File: src/rtl/dp_jtag_pkg.sv
// Shared JTAG constants: IR capture pattern, default IR width and IR opcodes.
package dp_jtag_pkg;

    localparam int unsigned IR_W_DEFAULT = 5;

    localparam logic [1:0] IR_CAPTURE_PAT = 2'b01;

    localparam logic [IR_W_DEFAULT-1:0] IR_IDCODE = 5'b00001;
    localparam logic [IR_W_DEFAULT-1:0] IR_BYPASS = 5'b11111;
    localparam logic [IR_W_DEFAULT-1:0] IR_EXTEST = 5'b00000;

endpackage

File: src/rtl/dp_ir_reg.sv
// JTAG instruction register: capture/shift register plus update register.
// Define DP_IR_LEN_CHECK_EN to add the sticky ir_err short-scan length check.
module dp_ir_reg
    import dp_jtag_pkg::*;
#(
    parameter int unsigned     IR_W     = IR_W_DEFAULT,
    parameter logic [IR_W-1:0] IR_RESET = IR_W'(IR_IDCODE)
) (
    input  logic            iclk,
    input  logic            resetn,
    input  logic            tlr,
    input  logic            capture_ir,
    input  logic            shift_ir,
    input  logic            update_ir,
    input  logic            tdi,
    input  logic [IR_W-3:0] status_in,
    output logic            tdo,
    output logic [IR_W-1:0] ir_out,
    output logic            ir_upd
`ifdef DP_IR_LEN_CHECK_EN
    ,
    output logic            ir_err
`endif
);

    logic [IR_W-1:0] sr_q, sr_d;
    logic [IR_W-1:0] ur_q, ur_d;
    logic            upd_q, upd_d;

`ifdef DP_IR_LEN_CHECK_EN
    localparam int unsigned CNT_W = $clog2(IR_W + 1);

    logic [CNT_W-1:0] cnt_q, cnt_d;
    logic             err_q, err_d;
`endif

    // Next-state: tlr > capture > shift > update; only the highest acts.
    always_comb begin
        sr_d  = sr_q;
        ur_d  = ur_q;
        upd_d = 1'b0;
`ifdef DP_IR_LEN_CHECK_EN
        cnt_d = cnt_q;
        err_d = err_q;
`endif
        if (tlr) begin
            sr_d = IR_RESET;
            ur_d = IR_RESET;
`ifdef DP_IR_LEN_CHECK_EN
            cnt_d = '0;
            err_d = 1'b0;
`endif
        end else if (capture_ir) begin
            sr_d = {status_in, IR_CAPTURE_PAT};
`ifdef DP_IR_LEN_CHECK_EN
            cnt_d = '0;
            err_d = 1'b0;
`endif
        end else if (shift_ir) begin
            sr_d = {tdi, sr_q[IR_W-1:1]};
`ifdef DP_IR_LEN_CHECK_EN
            if (cnt_q != CNT_W'(IR_W)) begin
                cnt_d = cnt_q + CNT_W'(1);
            end
`endif
        end else if (update_ir) begin
`ifdef DP_IR_LEN_CHECK_EN
            // A short scan leaves the active instruction untouched.
            if (cnt_q == CNT_W'(IR_W)) begin
                ur_d  = sr_q;
                upd_d = 1'b1;
            end else begin
                err_d = 1'b1;
            end
`else
            ur_d  = sr_q;
            upd_d = 1'b1;
`endif
        end
    end

    always_ff @(posedge iclk or negedge resetn) begin
        if (!resetn) begin
            sr_q  <= IR_RESET;
            ur_q  <= IR_RESET;
            upd_q <= 1'b0;
`ifdef DP_IR_LEN_CHECK_EN
            cnt_q <= '0;
            err_q <= 1'b0;
`endif
        end else begin
            sr_q  <= sr_d;
            ur_q  <= ur_d;
            upd_q <= upd_d;
`ifdef DP_IR_LEN_CHECK_EN
            cnt_q <= cnt_d;
            err_q <= err_d;
`endif
        end
    end

    assign tdo    = sr_q[0];
    assign ir_out = ur_q;
    assign ir_upd = upd_q;
`ifdef DP_IR_LEN_CHECK_EN
    assign ir_err = err_q;
`endif

endmodule
File: config.mk
export PLATFORM = sky130hd
export DESIGN_NAME = dp_ir_reg
export DESIGN_NICKNAME = d
export VERILOG_FILES = /design/src/rtl/dp_jtag_pkg.sv /design/src/rtl/dp_ir_reg.sv
export SDC_FILE = /design/constraint.sdc
export NUM_CORES = 1
export LEC_CHECK = 0
export CORE_MARGIN = 3
export CORE_UTILIZATION = 39
export CTS_BUF_LIST = sky130_fd_sc_hd__clkbuf_16
export DETAILED_ROUTE_END_ITERATION = 12
export GPL_TIMING_DRIVEN = 0
export HOLD_SLACK_MARGIN = 0.02
export PLACE_DENSITY = 0.71
export SYNTH_ARGS = -nofsm -noshare
export SYNTH_HDL_FRONTEND = slang
export SYNTH_SLANG_ARGS = --single-unit
export TNS_END_PERCENT = 10
File: constraint.sdc
create_clock -name iclk -period 0.86 [get_ports iclk]
set_clock_uncertainty 0.15 [all_clocks]
set_input_delay 0.086 -clock iclk [delete_from_list [all_inputs] [get_ports iclk]]
set_output_delay 0.086 -clock iclk [all_outputs]
set_load 0.02 [all_outputs]
==> results.py, run 1 <==
metrics = {
    "final_layout": {
        "n_antenna_cell": 0,
        "fin_nets": 78,
        "fillers": 97,
        "drive_gt1_frac": 0.328,
        "area_delta_synth_final_pct": 44.3,
        "stdcell_count": 81,
    },
    "yosys": {
        "synth_nets": 56,
        "synth-edff-count": 0,
        "synth_top_area_cell": "dfrtp_1",
        "yosysSeqAreaShare": 0.507,
        "synth_top_cell_area_share": 0.411,
        "syn_inst": 46,
        "synth_top_flop_cell": "dfrtp_1",
        "synth.distinct_cells": 14,
        "avgSynthCellArea_um2": 11.9,
        "synthArstFlopShare": 1.00,
        "yosys_warnings": 0,
        "yosys-top-cells-area": "dfrtp_1, mux2i_1, dfstp_2",
        "ys_seq_elements": 11,
        "synth_area_um2": 548,
    },
    "setup_path": {
        "crit_end": "ir_out[0]",
        "end_kind": "output port",
        "path_cells": "buf_6",
        "crit_path_start": "ir_out[0]$_DFFE_PN1P_",
        "cp_slowest_cell": "dfstp_2",
        "path_max_fanout": 2,
        "critPathMaxStageDelay_ns": 0.53,
        "crit_family": "flip-flops",
        "cp-start-kind": "register",
        "critPathKind": "reg -> out",
        "r2r_setup_slack_ns": -0.16,
        "rr_startpoint": "sr_q[0]$_DFFE_PN1P_",
        "r2r_end": "ir_out[0]$_DFFE_PN1P_",
        "cp.arrival_ns": 0.88,
        "critPathRequiredTime_ns": 0.62,
        "path_depth": 1,
        "crit_buf_inv": 1,
        "reg2regPathDepth": 3,
    },
    "clock_tree": {
        "cts.sink_count": 11,
        "cts_root_buf": "clkbuf_16",
        "clk_latency_ns": 0.23,
        "htreeDepth": 1,
        "cts_buffers": 3,
        "clk_pin_slew_ns": 0.04,
        "max-clock-path-buffers": 2,
        "cts_tree": "done",
    },
    "grt": {
        "grt_use_total": 0.134,
        "antenna_found_initial": 0,
        "grt_pass1_vias": 408,
        "grt_max_degree": 12,
        "grt_pass1_wl_um": 1840,
        "grt.overflow.total": 0,
    },
    "status": {
        "outcome": "finished, violations left",
        "failed_checks": "negative hold slack, negative setup slack",
    },
    "die": {
        "core_mm2": 0.00122,
        "die_w_um": 43.5,
        "pin_count": 17,
        "die-area_mm2": 0.00189,
        "start_util": 0.451,
        "row_count": 12,
        "die_h_um": 43.5,
    },
    "routing": {
        "vias": 400,
        "drt_wl_total_um": 1060,
        "dr.pass1.iters": 4,
        "ant_nets": 0,
        "drcViolationCount": 0,
        "wl_per_cell_um": 13.1,
        "dr.first_iter.drc_count": 5,
        "via_per_inst": 4.94,
    },
    "sta": {
        "fin_crit_ns": 1.11,
        "fmax_ghz": 0.898,
        "hold_viol_final": 3,
        "rsz0062_at_grt": "yes",
        "finalCritPeriodShare": 1.29,
        "setup_slack_ns": -0.254,
        "worst_pin_slew_ns": 0.500,
        "final-setup-viol-count": 13,
        "finalMaxSlewViolations": 0,
        "slew_headroom": 0.665,
        "holdWs_ns": -0.0927,
    },
    "pwr": {
        "ir_worst_vdd_mv": 1.19,
        "p_leak_nw": 0.371,
        "power_density_mw_per_mm2": 1950,
    },
    "place": {
        "routabilityCongestion": 0.684,
        "placed_cells": 74,
        "dp_hpwl_um": 766,
        "port_buffers": 14,
        "place_worst_setup_slack_ns": -0.559,
    },
    "flow_run": {
        "cap_violations": 0,
    },
    "min_path": {
        "hold_path.class": "in -> reg",
    },
}
==> kinds of logic after synthesis <==
group / synth area share
AND/OR/NAND/NOR: 0.212
flip-flops: 0.507
multiplexers: 0.183
buffers and inverters: 0.0571
AO/OA/AOI/OAI: 0.0411
==> worst min path at each step <==
stage                from                     to  slack, ns  cells past startpoint
6_report       capture_ir       ir_upd$_DFF_PN0_      -0.09                      2
5_1_grt        capture_ir       ir_upd$_DFF_PN0_      -0.09                      2
4_1_cts        capture_ir       ir_upd$_DFF_PN0_      -0.09                      2
3_5_place_dp   capture_ir    sr_q[1]$_DFFE_PN0P_       0.15                      2
3_3_place_gp   capture_ir    sr_q[1]$_DFFE_PN0P_       0.14                      2
2_1_floorplan      resetn  ir_out[1]$_DFFE_PN0P_      -0.36                      0
==> state kept, by name (all words and copies together), names as in the netlist <==
| name | count |
|---|---|
| ir_out | 5 |
| sr_q | 5 |
| ir_upd | 1 |
==> synth_stat cells, drive strengths merged (2+ instances only) <==
cell type and number:
dfrtp 9, a211oi 3, buf 3, mux2i 10, nand2b 8, dfstp 2, nor2 3, nor2b 3
==> cell type report <==
cell class                      count  area, um^2  share of cell area
Tap cell                           14        17.5              0.0222
Clock inverter                      1        3.75             0.00475
Timing Repair Buffer               17         134               0.169
Buffer                              3        33.8              0.0427
Clock buffer                        3        75.1              0.0949
Sequential cell                    11         278               0.351
Multi-Input combinational cell     31         245               0.310
Inverter                            1        3.75             0.00475
==> placed cells by master (no fill, tap or decap) <==
cell type        instances
mux2i_1                 10
dfrtp_1                  9
nand2b_1                 8
buf_6                    6
clkdlybuf4s50_1          5
buf_2                    5
nor2_1                   3
nor2b_1                  3
a211oi_1                 3
clkbuf_16                3
inv_1                    2
clkbuf_2                 2
dfstp_2                  2
buf_4                    2
nor4b_2                  1
nor3b_4                  1
nor3_1                   1
nand2_1                  1
==> through the flow <==
| stage | setup TNS (ns) | util | power [W] | area [um^2] |
|---|---|---|---|---|
| 2_1_floorplan | -0.529 | - | 0.000647 | 548 |
| 3_3_place_gp | -8.57 | 0.580 | 0.000717 | 706 |
| 3_5_place_dp | -8.81 | 0.580 | 0.000721 | 706 |
| 4_1_cts | -1.57 | 0.656 | 0.00155 | 798 |
| 5_1_grt | -2.04 | 0.650 | 0.00161 | 791 |
| 6_report | -1.49 | 0.650 | 0.00154 | 791 |
==> routing by layer <==
metal | wire, um | share of wire | vias to the layer above | track usage
li1 | - | - | 198 | -
met1 | 438 | 0.41 | 189 | 0.152
met5 | 0 | 0 | - | 0
met2 | 539 | 0.51 | 13 | 0.224
met3 | 83 | 0.078 | 0 | 0.0539
met4 | 0 | 0 | 0 | 0.0542
==> timing repair <==
item                                    in CTS  in global routing
buffers inserted                             3                  0
resized for setup                           38                  4
pin swaps                                    4                  0
endpoints found under the hold margin        3                  3
endpoints found under the setup margin      18                 18
==> where the power goes <==
| group | internal (W) | switching [W] |
|---|---|---|
| clock network | 0.000609 | 0.000214 |
| registers | 0.000541 | 0.0000123 |
| logic | 0.0000915 | 0.0000746 |
| total | 0.00124 | 0.000301 |
Power figures use the tool's default switching activity.
==> inputs of run 2 (changes only) <==
--- a/config.mk
+++ b/config.mk
@@ -8,10 +8,12 @@
 export CORE_MARGIN = 3
 export CORE_UTILIZATION = 39
 export CTS_BUF_LIST = sky130_fd_sc_hd__clkbuf_16
+export CTS_CLUSTER_DIAMETER = 200
 export DETAILED_ROUTE_END_ITERATION = 12
 export GPL_TIMING_DRIVEN = 0
 export HOLD_SLACK_MARGIN = 0.02
 export PLACE_DENSITY = 0.71
+export REMOVE_ABC_BUFFERS = 1
 export SYNTH_ARGS = -nofsm -noshare
 export SYNTH_HDL_FRONTEND = slang
 export SYNTH_SLANG_ARGS = --single-unit
==> run 2 against run 1 <==
The run ends with negative setup slack left. Critical path depth stayed put. Cell area shrank 2.4%. Global-route usage down 0.92 points. Die area stayed put. Sequential share of layout area rose by 0.85 points. Critical path type unchanged. Largest power group unchanged.
==> results.py, run 2 (synthesis gave the netlist of run 1 again) <==
metrics = {
    "grt": {
        "grt_max_degree": 17,
        "grt_pass1_wl_um": 1690,
        "grt.overflow.total": 0,
        "antenna_found_initial": 0,
        "grt_use_total": 0.125,
        "grt_pass1_vias": 364,
    },
    "setup_path": {
        "path_cells": "buf_6",
        "crit_path_start": "sr_q[0]$_DFFE_PN1P_",
        "critPathRequiredTime_ns": 0.62,
        "critPathKind": "reg -> out",
        "cp.arrival_ns": 0.89,
        "crit_buf_inv": 1,
        "r2r_setup_slack_ns": -0.08,
        "path_max_fanout": 3,
        "critPathMaxStageDelay_ns": 0.54,
        "cp_slowest_cell": "dfstp_2",
        "crit_family": "flip-flops",
        "reg2regPathDepth": 2,
        "r2r_end": "ir_out[0]$_DFFE_PN1P_",
        "cp-start-kind": "register",
        "end_kind": "output port",
        "rr_startpoint": "sr_q[0]$_DFFE_PN1P_",
    },
    "clock_tree": {
        "max-clock-path-buffers": 2,
        "clk_pin_slew_ns": 0.04,
        "htreeDepth": 1,
        "hold_buffers": 0,
        "cts_tree": "done",
        "cts.sink_count": 11,
        "cts_root_buf": "clkbuf_16",
        "clk_latency_ns": 0.24,
        "cts_buffers": 3,
    },
    "routing": {
        "dr.pass1.iters": 5,
        "vias": 395,
        "wl_per_cell_um": 12.4,
        "drt_wl_total_um": 988,
        "drcViolationCount": 0,
        "via_per_inst": 4.94,
        "dr.first_iter.drc_count": 6,
        "ant_nets": 0,
    },
    "sta": {
        "fmax_ghz": 0.890,
        "hold_viol_final": 0,
        "fin_crit_ns": 1.12,
        "finalCritPeriodShare": 1.31,
        "finalMaxSlewViolations": 0,
        "final-setup-viol-count": 17,
        "worst_pin_slew_ns": 0.494,
        "setup_slack_ns": -0.264,
        "rsz0062_at_grt": "yes",
        "holdWs_ns": 0.0367,
        "slew_headroom": 0.670,
    },
    "pwr": {
        "p_leak_nw": 0.364,
        "ir_worst_vdd_mv": 1.45,
        "p_total_w": 0.00153,
        "power_density_mw_per_mm2": 1990,
    },
    "final_layout": {
        "n_antenna_cell": 0,
        "layout_common_cells": "mux2i_1, dfrtp_1, nand2b_1",
        "area_delta_synth_final_pct": 40.9,
        "drive_gt1_frac": 0.242,
        "final_common_cell": "mux2i_1",
        "finalInstanceArea_um2": 772,
        "utilization": 0.635,
        "fin_nets": 77,
    },
    "die": {
        "start_util": 0.451,
        "die_w_um": 43.5,
        "pin_count": 17,
        "core_mm2": 0.00122,
        "die-area_mm2": 0.00189,
        "die_h_um": 43.5,
        "row_count": 12,
    },
    "place": {
        "port_buffers": 16,
        "routabilityCongestion": 0.679,
        "dpl_cell_area_um2": 698,
        "place_worst_setup_slack_ns": -0.770,
    },
    "min_path": {
        "hold_path.class": "in -> async",
    },
    "status": {
        "failed_checks": "negative setup slack",
        "outcome": "finished, violations left",
    },
    "flow_run": {
        "cap_violations": 0,
    },
}
run 2: changes by cell type in the layout (fill, tap and decap cells not counted):
cell           before  now
buf_6               6    2
dlygate4sd2_1       0    4
clkbuf_2            2    0
buf_4               2    3
nor4b_1             0    1
nor4b_2             1    0
run 2: power by group:
part           switching, W  total, W  leakage (nW)  internal (W)
combinational     0.0000695  0.000151         0.179     0.0000811
sequential        0.0000138  0.000555         0.143      0.000541
clock              0.000220  0.000830        0.0423      0.000609
run 2: final cells by class:
| type | count | area [um^2] |
|---|---|---|
| Clock inverter | 1 | 3.75 |
| Inverter | 1 | 3.75 |
| Timing Repair Buffer | 19 | 155 |
| Multi-Input combinational cell | 31 | 239 |
| Clock buffer | 3 | 75.1 |
| Fill cell | 104 | 444 |
| Tap cell | 14 | 17.5 |
| Sequential cell | 11 | 278 |
run 2: how the worst max path moves through the flow:
| stage | to | slack, ns | depth (start not counted) |
|---|---|---|---|
| finish | tdo | -0.26 | 1 |
| detailed placement | ir_out[0]$_DFFE_PN1P_ | -0.77 | 3 |
| global placement | ir_out[0]$_DFFE_PN1P_ | -0.77 | 3 |
| global route | tdo | -0.29 | 1 |
| CTS | tdo | -0.27 | 1 |
| floorplan | ir_out[0]$_DFFE_PN1P_ | -0.10 | 2 |
run 2: timing repair:
action                     in CTS  in global routing
setup buffers                   3                  0
resized for setup              36                  0
pin swaps                       4                  0
setup endpoints to repair      18                 18
run 2: metrics by stage:
step	cells	setup TNS [ns]
4_1_cts	80	-2.31
2_1_floorplan	43	-0.177
3_3_place_gp	73	-10.97
5_1_grt	80	-3.03
6_report	80	-2.33
3_5_place_dp	73	-10.75
run 2: metal layers:
layer | routed length, um | track usage | vias to the layer above
met5 | 0 | 0 | -
met4 | 9 | 0.0542 | 0
met3 | 83 | 0.0747 | 2
met2 | 446 | 0.165 | 15
met1 | 448 | 0.162 | 182
li1 | - | - | 196
==> inputs of run 3 (changes only) <==
--- a/config.mk
+++ b/config.mk
@@ -10,6 +10,7 @@
 export CTS_BUF_LIST = sky130_fd_sc_hd__clkbuf_16
 export CTS_CLUSTER_DIAMETER = 200
 export DETAILED_ROUTE_END_ITERATION = 12
+export GPL_ROUTABILITY_DRIVEN = 0
 export GPL_TIMING_DRIVEN = 0
 export HOLD_SLACK_MARGIN = 0.02
 export PLACE_DENSITY = 0.71
@@ -17,4 +18,4 @@
 export SYNTH_ARGS = -nofsm -noshare
 export SYNTH_HDL_FRONTEND = slang
 export SYNTH_SLANG_ARGS = --single-unit
-export TNS_END_PERCENT = 10
+export TNS_END_PERCENT = 5
==> results of run 3 <==
The final DEF is identical to that of run 2; final timing and power are the same.
